[src/rtl/sc_life_pkg.sv]
// sc_life_pkg: state encoding shared by the life-loss sequencer and its bench.
// OVER takes code 5, the first code after the five ordered play states; 6-7 stay illegal.
package sc_life_pkg;
  localparam int STATE_WIDTH = 3;
  localparam logic [STATE_WIDTH-1:0] ST_IDLE     = 3'd0;
  localparam logic [STATE_WIDTH-1:0] ST_START    = 3'd1;
  localparam logic [STATE_WIDTH-1:0] ST_PLAY     = 3'd2;
  localparam logic [STATE_WIDTH-1:0] ST_HIT      = 3'd3;
  localparam logic [STATE_WIDTH-1:0] ST_COOLDOWN = 3'd4;
  localparam logic [STATE_WIDTH-1:0] ST_OVER     = 3'd5;
endpackage

[src/rtl/sc_rising_edge_detector.sv]
// sc_rising_edge_detector: one-cycle rise flag from a synchronous level.
// Ports: i_clk clock, i_rst async active-high reset, i_level input level,
//        o_rise high when i_level is 1 and was 0 at the previous edge.
module sc_rising_edge_detector (
  input  logic i_clk,
  input  logic i_rst,
  input  logic i_level,
  output logic o_rise
);
  logic r_prev;
  always_ff @(posedge i_clk or posedge i_rst)
    if (i_rst) r_prev <= 1'b0;
    else       r_prev <= i_level;
  assign o_rise = i_level & ~r_prev;
endmodule

[src/rtl/sc_life_loss_sequencer.sv]
// sc_life_loss_sequencer: turns collision levels into life-subtract pulses with a cooldown.
// Ports: RegPERDIO_VIDAS_CLOCK_50 clock, RegPERDIO_VIDAS_RESET_InHigh async reset,
//        collision_InHigh collision level, start_game_InLow new-game request,
//        lives_zero_InLow zero-lives flag (0 = none left),
//        substract_life_OutLow / clear_OutLow one-cycle pulses to the lives register,
//        invulnerable_OutHigh cooldown active, game_over_OutHigh in OVER,
//        state_OutBUS current state code.
module sc_life_loss_sequencer
  import sc_life_pkg::*;
#(
  parameter int COOLDOWN_WIDTH  = 26,
  parameter int COOLDOWN_CYCLES = 50000000
) (
  input  logic                   RegPERDIO_VIDAS_CLOCK_50,
  input  logic                   RegPERDIO_VIDAS_RESET_InHigh,
  input  logic                   collision_InHigh,
  input  logic                   start_game_InLow,
  input  logic                   lives_zero_InLow,
  output logic                   substract_life_OutLow,
  output logic                   clear_OutLow,
  output logic                   invulnerable_OutHigh,
  output logic                   game_over_OutHigh,
  output logic [STATE_WIDTH-1:0] state_OutBUS
);
  logic [STATE_WIDTH-1:0]    r_state;
  logic [STATE_WIDTH-1:0]    w_next;
  logic [COOLDOWN_WIDTH-1:0] r_cnt;
  logic                      w_rise;
  sc_rising_edge_detector u_edge (
    .i_clk   (RegPERDIO_VIDAS_CLOCK_50),
    .i_rst   (RegPERDIO_VIDAS_RESET_InHigh),
    .i_level (collision_InHigh),
    .o_rise  (w_rise)
  );
  // Start overrides everything except START itself, so a held start alternates START/PLAY.
  always_comb
    w_next = (!start_game_InLow && r_state != ST_START) ? ST_START :
             (r_state == ST_IDLE)     ? ST_IDLE :
             (r_state == ST_START)    ? ST_PLAY :
             (r_state == ST_PLAY)     ? (!lives_zero_InLow ? ST_OVER : w_rise ? ST_HIT : ST_PLAY) :
             (r_state == ST_HIT)      ? ST_COOLDOWN :
             (r_state == ST_COOLDOWN) ? (!lives_zero_InLow ? ST_OVER :
                                         (r_cnt == '0) ? ST_PLAY : ST_COOLDOWN) :
             (r_state == ST_OVER)     ? ST_OVER : ST_IDLE;
  always_ff @(posedge RegPERDIO_VIDAS_CLOCK_50 or posedge RegPERDIO_VIDAS_RESET_InHigh)
    if (RegPERDIO_VIDAS_RESET_InHigh) r_state <= ST_IDLE;
    else                              r_state <= w_next;
  // Staying in COOLDOWN implies a non-zero count, so the decrement never wraps.
  always_ff @(posedge RegPERDIO_VIDAS_CLOCK_50 or posedge RegPERDIO_VIDAS_RESET_InHigh)
    if (RegPERDIO_VIDAS_RESET_InHigh)                         r_cnt <= '0;
    else if (r_state == ST_HIT && w_next == ST_COOLDOWN)      r_cnt <= COOLDOWN_WIDTH'(COOLDOWN_CYCLES - 1);
    else if (r_state == ST_COOLDOWN && w_next == ST_COOLDOWN) r_cnt <= r_cnt - COOLDOWN_WIDTH'(1);
  assign substract_life_OutLow = (r_state != ST_HIT);
  assign clear_OutLow          = (r_state != ST_START);
  assign invulnerable_OutHigh  = (r_state == ST_HIT) || (r_state == ST_COOLDOWN);
  assign game_over_OutHigh     = (r_state == ST_OVER);
  assign state_OutBUS          = r_state;
endmodule

[config.mk]
export PLATFORM = sky130hd
export DESIGN_NAME = sc_life_loss_sequencer
export DESIGN_NICKNAME = d
export VERILOG_FILES = /design/src/rtl/sc_life_pkg.sv /design/src/rtl/sc_rising_edge_detector.sv /design/src/rtl/sc_life_loss_sequencer.sv
export SDC_FILE = /design/constraint.sdc
export NUM_CORES = 1
export LEC_CHECK = 0
export CAP_MARGIN = 40
export CORE_ASPECT_RATIO = 1.5
export CORE_UTILIZATION = 40
export CTS_CLUSTER_DIAMETER = 50
export DETAILED_ROUTE_END_ITERATION = 10
export HOLD_SLACK_MARGIN = 0.08
export SLEW_MARGIN = 20
export SYNTH_ARGS = -nofsm -noshare
export SYNTH_HDL_FRONTEND = slang
export SYNTH_SLANG_ARGS = --single-unit
[constraint.sdc]
create_clock -name RegPERDIO_VIDAS_CLOCK_50 -period 2.5 [get_ports RegPERDIO_VIDAS_CLOCK_50]
set_input_delay 0.375 -clock RegPERDIO_VIDAS_CLOCK_50 [delete_from_list [all_inputs] [get_ports RegPERDIO_VIDAS_CLOCK_50]]
set_output_delay 0.375 -clock RegPERDIO_VIDAS_CLOCK_50 [all_outputs]
set_load 0.01 [all_outputs]
**Yosys cells after proc, flatten, opt, wreduce, memory -nomap -nowiden**

Index checks and enable logic that the tools add are counted.

- Add/subtract/negate cells: 1
- Reduce and logical (&&, ||, !) cells: 8
- Equal/unequal tests: 8
- Bitwise logic cells: 2
- Multiplexer cells: 13

Operators with widths:

| kind | number |
|---|---|
| 26-bit two-way mux | 2 |
| 3-bit two-way mux | 10 |
| 26-bit logical NOT | 1 |
| 26-bit by 1-bit subtractor with 26-bit output, second input constant | 1 |
| 3-bit == test, second input constant | 3 |
| 3-bit by 2-bit == test with 1-bit output, second input constant | 2 |
| 3-bit by 1-bit == test with 1-bit output, second input constant | 1 |
| 1-bit logical AND | 3 |
| 3-bit logical NOT | 1 |
| 3-bit by 1-bit != test with 1-bit output, second input constant | 1 |
| 3-bit by 2-bit != test with 1-bit output, second input constant | 1 |
| 2-bit nonzero test | 1 |
| 1-bit AND | 1 |
| 1-bit logical NOT | 1 |
| 1-bit logical OR | 1 |
| 1-bit two-way mux | 1 |
| 1-bit inverter | 1 |

- Input port bits: 5
- Output and inout bits: 7
- Word-level logic and storage cells: 35
- Flip-flop bits (word level): 30

**Longest topological paths before layout**

Gate-level depths: netlist of run 1.

- Word-level depth: 13
- Gate-level depth with buffers: 9
- Depth with buffers taken out: 7

**Modules after synthesis**

Synthesis of run 1 repeated with hierarchy kept, for this count alone.

- Cell total of the unflattened synthesis: 196
- Area, all modules: 1806.7 um^2

By module, submodules not included:

| module | instances | seq. area each (um^2) | cells an instance | area an instance (um^2) |
|---|---|---|---|---|
| sc_life_loss_sequencer | 1 | 725.7 | 193 | 1764.2 |
| sc_rising_edge_detector | 1 | 25.0 | 3 | 42.5 |

**Worst setup path before layout of run 1**

No wires, ideal clock.

- Path type: register to register
- Start: register r_cnt[8]
- End: register r_cnt[25]
- Clock period less this slack: 2690 ps
- Data required time: 2375 ps
- Library setup time: 125 ps
- Path buffers: 3
- Cell stages (with the launch flop): 9
- Setup slack: -190 ps
- Arrival: 2565 ps
- Cells stage by stage: dfrtp_1 -> buf_6 -> or4_1 -> clkbuf_2 -> or4_1 -> buf_2 -> or3_1 -> or2_0 -> mux2_2

- Cells in the longest elaborated chain, start to end: 12
- Elaborated cells between the ends (all ways): 16
- Classes of those cells: add/sub: 1; eq/ne: 1; mux: 10; reduce/logical: 4

RTL lines:

| item | line | source |
|---|---|---|
| start: declaration | sc_life_loss_sequencer.sv:27 | `logic [COOLDOWN_WIDTH-1:0] r_cnt;` |
| start signal: assignment | sc_life_loss_sequencer.sv:51 | `else if (r_state == ST_HIT && w_next == ST_COOLDOWN) r_cnt <= COOLDOWN_WIDTH'(COOLDOWN_CYCLES - 1);` |
| start signal: assignment | sc_life_loss_sequencer.sv:52 | `else if (r_state == ST_COOLDOWN && w_next == ST_COOLDOWN) r_cnt <= r_cnt - COOLDOWN_WIDTH'(1);` |
| 26-bit logical NOT | sc_life_loss_sequencer.sv:43 | `(r_cnt == '0) ? ST_PLAY : ST_COOLDOWN) :` |
| 3-bit two-way mux | sc_life_loss_sequencer.sv:43 |  |
| 3-bit two-way mux (2 in series) | sc_life_loss_sequencer.sv:42 | `(r_state == ST_COOLDOWN) ? (!lives_zero_InLow ? ST_OVER :` |
| 3-bit two-way mux | sc_life_loss_sequencer.sv:41 | `(r_state == ST_HIT) ? ST_COOLDOWN :` |
| 3-bit two-way mux | sc_life_loss_sequencer.sv:40 | `(r_state == ST_PLAY) ? (!lives_zero_InLow ? ST_OVER : w_rise ? ST_HIT : ST_PLAY) :` |
| 3-bit two-way mux | sc_life_loss_sequencer.sv:39 | `(r_state == ST_START) ? ST_PLAY :` |
| 3-bit two-way mux | sc_life_loss_sequencer.sv:38 | `(r_state == ST_IDLE) ? ST_IDLE :` |
| 3-bit two-way mux | sc_life_loss_sequencer.sv:37 | `w_next = (!start_game_InLow && r_state != ST_START) ? ST_START :` |
| 3-bit == test | sc_life_loss_sequencer.sv:51, sc_life_loss_sequencer.sv:52 |  |
| 1-bit logical AND, on equally long branches | sc_life_loss_sequencer.sv:51, sc_life_loss_sequencer.sv:52 |  |
| 26-bit two-way mux / 2-bit nonzero test (equally long branches) | n/a |  |

Parallel ways exist; a longest one is shown, timed or not. The select of a mux whose other input is x is not followed.
A chain may end at the register's enable or synchronous reset.

**Final worst setup path of run 1**

- Start: register r_cnt[13]
- End: register r_cnt[25]

The elaborated chain is that of the path after synthesis.

==> metrics.md, run 1 <==
| Metric | Value |
|---|---|
| Via count | `1827` |
| Core Util, Final | `0.5435` |
| # DRC | `0` |
| Dominant cells by area after synthesis | `dfrtp_1 42%, o21ai_0 5.0%, a21oi_1 3.6%` |
| Hold WC Path Type | `in -> async` |
| Count of different cell masters after synthesis | `49` |
| I/O pin count | `12` |
| Power density over the cells | `884.4 mW/mm²` |
| Worst-path clk slew | `70 ps` |
| FF-to-FF setup slack | `40 ps` |
| Initial core utilization | `0.4208` |
| Area Overhead vs Synth | `29.17%` |
| Nets | `261` |
| Root Driver | `clkbuf_8` |
| Slew headroom | `0.6291` |
| DP HPWL | `3699 µm` |
| Top delay family on crit path | `simple AND/OR/NAND/NOR gates` |
| Crit. Startpoint | `r_cnt[13]` |
| Clock Skews | `8.481 ps` |
| CP max stage cell | `or4_4` |
| Ys async rst share | `1.000` |
| Crit path launch type | `flip-flop` |
| Post-synth EDFFs | `0` |
| RSZ-0062 raised after global routing | `yes` |
| Cells along the critical path | `or4_4, or4_4, or3_4, or2_0, mux2_2` |
| Synth warn | `0` |
| Share of cells above drive strength 1 | `0.2078` |
| DRT Pass-1 Iters | `4` |
| Via density | `6.070` |
| Final min period | `about 2500 ps` |
| Fillers | `402` |
| Top FF cell, synth | `dfrtp_1` |
| Antenna violations before repair | `0` |
| Slowest stage delay, CP | `570 ps` |
| IO Port Bufs | `11` |
| Yosys top cell area share | `0.4167` |
| Reg2reg end | `r_cnt[25]` |
| DRT Wirelength | `just under 5000 µm` |
| Depth of the CTS H-tree | `2` |
| Placed cells | `291` |
| Final Hold Vio Count | `0` |
| GRT Overall Usage | `0.2276` |
| Crit. End Element | `flip-flop` |
| Cell Area, Synth | `0.001802 mm²` |
| Area of the multi-input gates | `998.5 µm²` |
| Largest net degree at the start of global routing | `31` |
| Final-report setup violation count | `0` |
| Vias in the first global route | `1832` |
| Gr ovfl total | `0` |
| Gpl congestion | `0.8443` |
| CTS Buf Count | `5` |
| Worst setup path category | `reg -> reg` |
| Fmax achieved | `0.4065 GHz` |
| Syn avg cell area | `8.539 µm²` |
| LEAKAGE | `0.0009387 µW` |
| WP data arrival | `2630 ps` |
| CTS sink cnt | `30` |
| DR iter-0 viols | `100` |
| Global-route wire length before repair | `8383 µm` |
| Hold_buf cts | `0` |
| Post-synthesis sequential area ratio | `0.4167` |
| Slew @ Worst Pin | `548.6 ps` |
| Chip width | `56.80 µm` |
| # rows | `29` |
| WP data required | `2670 ps` |
| Ant diodes | `0` |
| Die Area | `0.004782 mm²` |
| FF-to-FF Start | `r_cnt[13]` |
| Synthesized instance count | `211` |
| R2R depth | `5` |
| Fin cells | `301` |
| CP dominant cell by count | `or4_4` |
| Register area | `roughly 750 µm²` |
| Worst path bufs/invs | `0` |
| Routed len/inst | `16.51 µm` |
| Crit share post-route | `0.9841` |
| Final Max Slew Viols | `0` |
| Post-DRT Antenna Nets | `0` |
| Worst-path fanout max | `6` |
| Core Region | `approximately 0.0043 mm²` |
| CTS tree | `built` |
| Status | `finished, final reports clean` |
| Clock Path Buffers | `2` |
| Mapped Nets | `218` |
| Worst IR drop on VDD | `~600 µV` |
| Max cap viols | `0` |
| Leading area contributor after synthesis | `dfrtp_1` |
| Insertion delay to the later sink of the worst-skew pair | `about 280 ps` |
| Die span in y | `84.20 µm` |
| Post-synthesis register bit count | `30` |
[worst max-delay path by stage]
| stage | cells past startpoint | to | slack [ps] |
|---|---|---|---|
| 2_1_floorplan | 7 | r_cnt[25] | 3 |
| 3_3_place_gp | 5 | r_cnt[25] | 3 |
| 3_5_place_dp | 5 | r_cnt[25] | -40 |
| 4_1_cts | 5 | r_cnt[25] | 40 |
| 5_1_grt | 5 | r_cnt[25] | -10 |
| 6_report | 5 | r_cnt[25] | 40 |
[cells in the final DEF (no fill, tap or decap), types with 4 or more instances in the layout]
master	instances
nor3_1	8
a31oi_1	5
o21ai_0	18
nand2_1	15
nand3_1	9
nor2_1	16
inv_1	7
dfrtp_1	30
a21oi_1	13
and3_1	5
nand2b_1	6
or4_4	5
clkdlybuf4s50_1	11
or3_1	4
buf_4	36
clkbuf_8	5
nor4_1	9
[cells in the mapped netlist (3+ instances only)]
| master | count |
|---|---|
| a31oi_1 | 5 |
| and3_1 | 5 |
| a211o_1 | 3 |
| nor3_1 | 8 |
| nor2_1 | 16 |
| o21a_1 | 3 |
| nor2b_1 | 3 |
| nand3_1 | 9 |
| clkbuf_1 | 5 |
| buf_2 | 4 |
| or3_1 | 5 |
| dfrtp_1 | 30 |
| inv_1 | 9 |
| or4_1 | 8 |
| a21oi_1 | 13 |
| nand2b_1 | 6 |
| o21ai_0 | 18 |
| nand2_1 | 15 |
| nor4_1 | 9 |
[final cells by class]
class / count / area share
multi-input combinational: 161 / 0.4290
timing repair buffer: 47 / 0.1634
tap: 46 / 0.02473
clock buffer: 7 / 0.03280
inverter: 9 / 0.01452
sequential: 30 / 0.3226
clock inverter: 1 / 0.01290
[cells by family (layout without fill, tap and decap cells)]
kind of cell	count (synthesis)	count (layout)	synth area share
flip-flops	30	30	0.4167
buffers and inverters	20	64	0.04930
AO/OA/AOI/OAI	61	61	0.2167
multiplexers	1	1	0.006250
adder cells (fa/ha/maj)	2	2	0.01389
AND/OR/NAND/NOR	97	97	0.2972
[worst min-delay path: stages]
cell,delay (ps)
clkdlybuf4s50_1,390
inv_1,50
buf_4,350
[routing by layer]
metal,global-route usage,wire length (µm)
met5,0,0
met4,0.1131,127
met3,0.04468,220
met2,0.4091,2619
met1,0.2507,2004
[registers in the layout, summed over array words and instances, names as in the netlist]
register	cells
u_edge.r_prev	1
state_OutBUS	3
r_cnt	26
[power breakdown]
| part | internal, µW | switching (µW) | total (µW) |
|---|---|---|---|
| clock network | 298 | 178 | 476 |
| registers | 641 | 188 | 829 |
| logic | 377 | 376 | 753 |
| total | 1320 | 743 | 2060 |
[timing repair]
action	CTS	global route
gates resized for setup	2	6
hold endpoints to repair	0	0
pin swaps	0	5
setup buffers	0	2
setup endpoints to repair	2	3
[through the flow]
stage | setup slack, ps | TNS (ps) | area, µm² | power, µW | hold WS [ps]
after CTS | 36.34 | 0 | 2291 | 2038 | 479.6
after global placement | 2.855 | 0 | 2177 | 1520 | 468.9
after detailed placement | -39.06 | -39.06 | 2177 | 1551 | 491.4
final | 39.73 | 0 | 2327 | 2058 | 465.5
after global routing | -14.17 | -14.17 | 2327 | 2192 | 523.5
after floorplan | 3.302 | 0 | 1809 | 1197 | 406.4
Power figures use the tool's default switching activity.
==> inputs of run 2 (changes only) <==
- RECOVER_POWER: unset -> 100
==> metrics.md, run 2 (synthesis results as in run 1) <==
| Metric | Value |
|---|---|
| IO Port Bufs | `11` |
| Via density | `between 6 and 7` |
| Status | `finished, violations left` |
| Insertion delay to the later sink of the worst-skew pair | `280 ps` |
| Worst setup endpoint | `r_cnt[25]` |
| DRT Wirelength | `4972 µm` |
| Place WS | `-39.06 ps` |
| Crit path launch type | `flip-flop` |
| RSZ-0062 raised after global routing | `yes` |
| Die Area | `between 0.004 and 0.005 mm²` |
| GRT Overall Usage | `0.2276` |
| Gpl congestion | `around 0.84` |
| Power density over the cells | `879.1 mW/mm²` |
| Slew headroom | `-0.09098` |
| Worst setup path category | `reg -> reg` |
| Final Max Slew Viols | `31` |
| Via count | `between 1500 and 2000` |
| Worst-path clk slew | `70 ps` |
| Sequential share of power | `0.407` |
| Clock Skews | `9.385 ps` |
| Met3 wire length | `182 µm` |
| Reg2reg end | `r_cnt[25]` |
| Fmax achieved | `0.4050 GHz` |
| FF-to-FF Start | `r_cnt[13]` |
| Final-report setup violation count | `0` |
| Crit. End Element | `flip-flop` |
| DP HPWL | `3699 µm` |
| Switching power | `741.3 µW` |
| Chip width | `56.80 µm` |
| Met2 wire len | `2624 µm` |
| Antenna violations before repair | `0` |
| CTS sink cnt | `30` |
| Failing checks | `max-capacitance violations, max-slew violations` |
| Top layer in use | `met4` |
| Most common cell after layout, fill and taps aside | `buf_4` |
| DR iter-0 viols | `102` |
| Share of cells above drive strength 1 | `0.2000` |
| Slew @ Worst Pin | `around 1600 ps` |
| Nets | `261` |
| Clock Power Share | `0.234` |
| Max cap viols | `1` |
| Final Hold Vio Count | `0` |
| Placed cells | `291` |
| Core Region | `0.004282 mm²` |
| WP data required | `2670 ps` |
| Vias in the first global route | `1832` |
| Fillers | `404` |
| Worst-path fanout max | `6` |
| Routed len/inst | `between 15 and 20 µm` |
| Largest Register | `r_cnt` |
| Area Overhead vs Synth | `28.47%` |
| Core Util, Final | `0.5406` |
| Cell internal pwr | `1294 µW` |
| Gr ovfl total | `0` |
| Logic pwr share | `0.359` |
| # DRC | `0` |
| Switching share of power | `0.3643` |
| WP data arrival | `around 2600 ps` |
| Clock Path Buffers | `2` |
| LEAKAGE | `0.0009345 µW` |
| Hold WC Path Type | `reg -> reg` |
| I/O pin count | `12` |
| CTS tree | `built` |
| Ant diodes | `0` |
| Depth of the CTS H-tree | `2` |
| Most frequent cells in the layout | `32 x buf_4, 30 x dfrtp_1, 18 x o21ai_0` |
| Root Driver | `clkbuf_8` |
| Setup tns final | `0 ps` |
| Largest net degree at the start of global routing | `31` |
| Crit. Startpoint | `r_cnt[13]` |
| DRT Pass-1 Iters | `4` |
| # rows | `29` |
| Crit share post-route | `0.9876` |
| CTS Buf Count | `5` |
| Min Hold Slack | `530.8 ps` |
| R2R depth | `5` |
| Setup slack after layout | `31.05 ps` |
| FF-to-FF setup slack | `30 ps` |
| Post-DRT Antenna Nets | `0` |
| Initial core utilization | `0.4208` |
| Max reg flops | `26` |
| Fin cells | `around 300` |
| Global-route wire length before repair | `8383 µm` |
| Die span in y | `84.20 µm` |
| Final min period | `around 2500 ps` |
| Worst IR drop on VDD | `584.4 µV` |
| WL met1 | `2045 µm` |
-- run 2: changes by cell type in the layout (fill, tap and decap cells not counted), sizes merged --
cell / delta
clkdlybuf4s50: -7
buf: -4
clkbuf: +4
dlygate4sd3: +7
-- run 2: area by class of cell --
class | instances | area [µm²] | area share
flip-flops and latches | 30 | 750.7 | 0.3243
clock buffers | 7 | 76.32 | 0.03297
multi-input cells | 161 | 998.5 | 0.4314
clock inverters | 1 | 30.03 | 0.01297
repair buffers | 47 | 367.9 | 0.1589
well taps | 46 | 57.56 | 0.02486
inverters | 9 | 33.78 | 0.01459
-- run 2: power groups by stage --
stage	Clock [µW]	Sequential, µW	Combinational (µW)
5_1_grt	508	857	804
4_1_cts	487	820	730
3_5_place_dp	0	827	724
6_report	476	828	731
3_3_place_gp	0	817	704
2_1_floorplan	0	801	396
-- run 2: what timing repair did --
item,in CTS,in global routing
gates resized for setup,2,6
hold buffers,0,0
buffers inserted,0,2
pin swaps,0,5
endpoints found under the setup margin,2,3
-- run 2: layer usage --
metal  vias to the layer above  track usage
met4                         0       0.1131
met1                       891       0.2507
met5                         -            0
li1                        877            -
met3                        11      0.04468
met2                        55       0.4091
-- run 2: worst min-delay path by stage --
| stage | from | to | slack (ps) | depth (start not counted) |
|---|---|---|---|---|
| 2_1_floorplan | collision_InHigh | u_edge.r_prev | 410 | 0 |
| 3_3_place_gp | r_cnt[16] | r_cnt[16] | 470 | 1 |
| 3_5_place_dp | r_cnt[16] | r_cnt[16] | 490 | 1 |
| 4_1_cts | RegPERDIO_VIDAS_RESET_InHigh | r_cnt[5] | 480 | 3 |
| 5_1_grt | r_cnt[25] | r_cnt[25] | 570 | 1 |
| 6_report | r_cnt[7] | r_cnt[7] | 530 | 1 |
-- run 2: worst max-delay path, stage by stage (launching register included) --
cell and delay, ps:
dfrtp_1 380, or4_4 540, or4_4 570, or3_4 410
or2_0 190, mux2_2 250
-- run 2: per-stage QoR --
step           area (µm²)  total power (µW)
2_1_floorplan        1809              1197
3_3_place_gp         2177              1520
3_5_place_dp         2177              1551
4_1_cts              2291              2038
5_1_grt              2315              2169
6_report             2315              2035
==> inputs of run 3 (changes only) <==
- RECOVER_POWER: 100 -> 50
- REMOVE_ABC_BUFFERS: unset -> 1
- SKIP_CTS_REPAIR_TIMING: unset -> 1
==> metrics.md, run 3 (synthesis results as in run 1) <==
| Metric | Value |
|---|---|
| Status | `finished, violations left` |
| Failing checks | `max-capacitance violations, max-slew violations` |
| Via density | `6.101` |
| WP data arrival | `2620 ps` |
| Core Region | `0.004282 mm²` |
| Die span in y | `between 80 and 90 µm` |
| Die Area | `0.004782 mm²` |
| Most common cell after layout, fill and taps aside | `dfrtp_1` |
| Final Power | `between 1500 and 2000 µW` |
| Slowest stage delay, CP | `550 ps` |
| Final Max Slew Viols | `31` |
| Nets | `257` |
| I/O pin count | `12` |
| Setup slack after layout | `33.89 ps` |
| Slew @ Worst Pin | `roughly 1700 ps` |
| IO Port Bufs | `11` |
| Hold WC Path Type | `reg -> reg` |
| # rows | `29` |
| Crit. End Element | `flip-flop` |
| DR iter-0 viols | `57` |
| Min Hold Slack | `504.8 ps` |
| CTS Buf Count | `5` |
| Worst IR drop on VDD | `approximately 590 µV` |
| Share of cells above drive strength 1 | `0.2032` |
| Met2 wire len | `2889 µm` |
| Crit path launch type | `flip-flop` |
| Most frequent cells in the layout | `30 x dfrtp_1, 29 x buf_4, 17 x o21ai_0` |
| Area Overhead vs Synth | `27.36%` |
| CP max stage cell | `or4_4` |
| Slew headroom | `-0.1549` |
| LEAKAGE | `0.0009136 µW` |
| Insertion delay to the later sink of the worst-skew pair | `280 ps` |
| Worst path bufs/invs | `0` |
| Worst-path fanout max | `2` |
| Final-report setup violation count | `0` |
| CP dominant cell by count | `or4_4` |
| Final Hold Vio Count | `0` |
| DP HPWL | `3688 µm` |
| CTS tree | `built` |
| Vias in the first global route | `about 1800` |
| Post-DRT Antenna Nets | `0` |
| Power density over the cells | `860.9 mW/mm²` |
| Final min period | `2466 ps` |
| Top layer in use | `met4` |
| Met3 wire length | `roughly 210 µm` |
| Worst-path clk slew | `70 ps` |
| Largest net degree at the start of global routing | `31` |
| Via count | `about 1800` |
| Clock Path Buffers | `2` |
| Routed len/inst | `~18 µm` |
| Largest Register | `r_cnt` |
| Crit share post-route | `0.9864` |
| Worst setup path category | `reg -> reg` |
| GRT Overall Usage | `0.2363` |
| Fmax achieved | `0.4055 GHz` |
| WP data required | `2660 ps` |
| Ant diodes | `0` |
| # DRC | `0` |
| CTS sink cnt | `30` |
| Root Driver | `clkbuf_8` |
| DRT Pass-1 Iters | `4` |
| Max cap viols | `1` |
| Gpl congestion | `0.8856` |
| Global-route wire length before repair | `8687 µm` |
| Top delay family on crit path | `simple AND/OR/NAND/NOR gates` |
| Gr ovfl total | `0` |
| Initial core utilization | `0.4208` |
| Max reg flops | `26` |
| Antenna violations before repair | `0` |
| Chip width | `56.80 µm` |
| Depth of the CTS H-tree | `2` |
| Place WS | `-75.13 ps` |
| DRT Wirelength | `between 5000 and 6000 µm` |
| WL met1 | `2126 µm` |
| Cells along the critical path | `or4_4, or4_4, or3_4, or2_0, mux2_2` |
| Clock Skews | `10.68 ps` |
-- run 3: path summary, 6_finish.rpt --
path	start	to	slack, ps	cells after the start
hold reg to reg	r_cnt[16]	r_cnt[16]	500	1
min in group asynchronous	RegPERDIO_VIDAS_RESET_InHigh	r_cnt[19]	1000	3
hold / removal	r_cnt[16]	r_cnt[16]	500	1
setup reg to reg	r_cnt[17]	r_cnt[25]	30	5
setup / recovery	r_cnt[17]	r_cnt[25]	30	5
max in group asynchronous	RegPERDIO_VIDAS_RESET_InHigh	state_OutBUS[0]	480	3
-- run 3: power breakdown --
part,total (µW),internal (µW),switching [µW]
registers,836,640,196
logic,733,360,373
clock network,406,222,184
-- run 3: final cells by class --
type                            count  area (µm²)
Clock buffer                        7       86.33
Sequential cell                    30       750.7
Timing Repair Buffer               43       347.8
Multi-Input combinational cell    161        1013
Inverter                            9       33.78
Fill cell                         402        1987
Tap cell                           46       57.56
Clock inverter                      1       5.005
-- run 3: through the flow --
stage                 util  area, µm²  setup TNS (ps)  std cells
floorplan                -       1747           -5369        200
global placement    0.4962       2125          -15.74        285
detailed placement  0.4962       2125          -267.7        285
CTS                 0.5175       2216          -490.0        293
global route        0.5359       2295          -4.890        297
finish              0.5359       2295               0        297
-- run 3: per-layer routing --
layer,up-vias,track usage
li1,871,-
met1,882,0.2717
met2,50,0.4156
met3,9,0.04622
met4,0,0.1109
met5,-,0
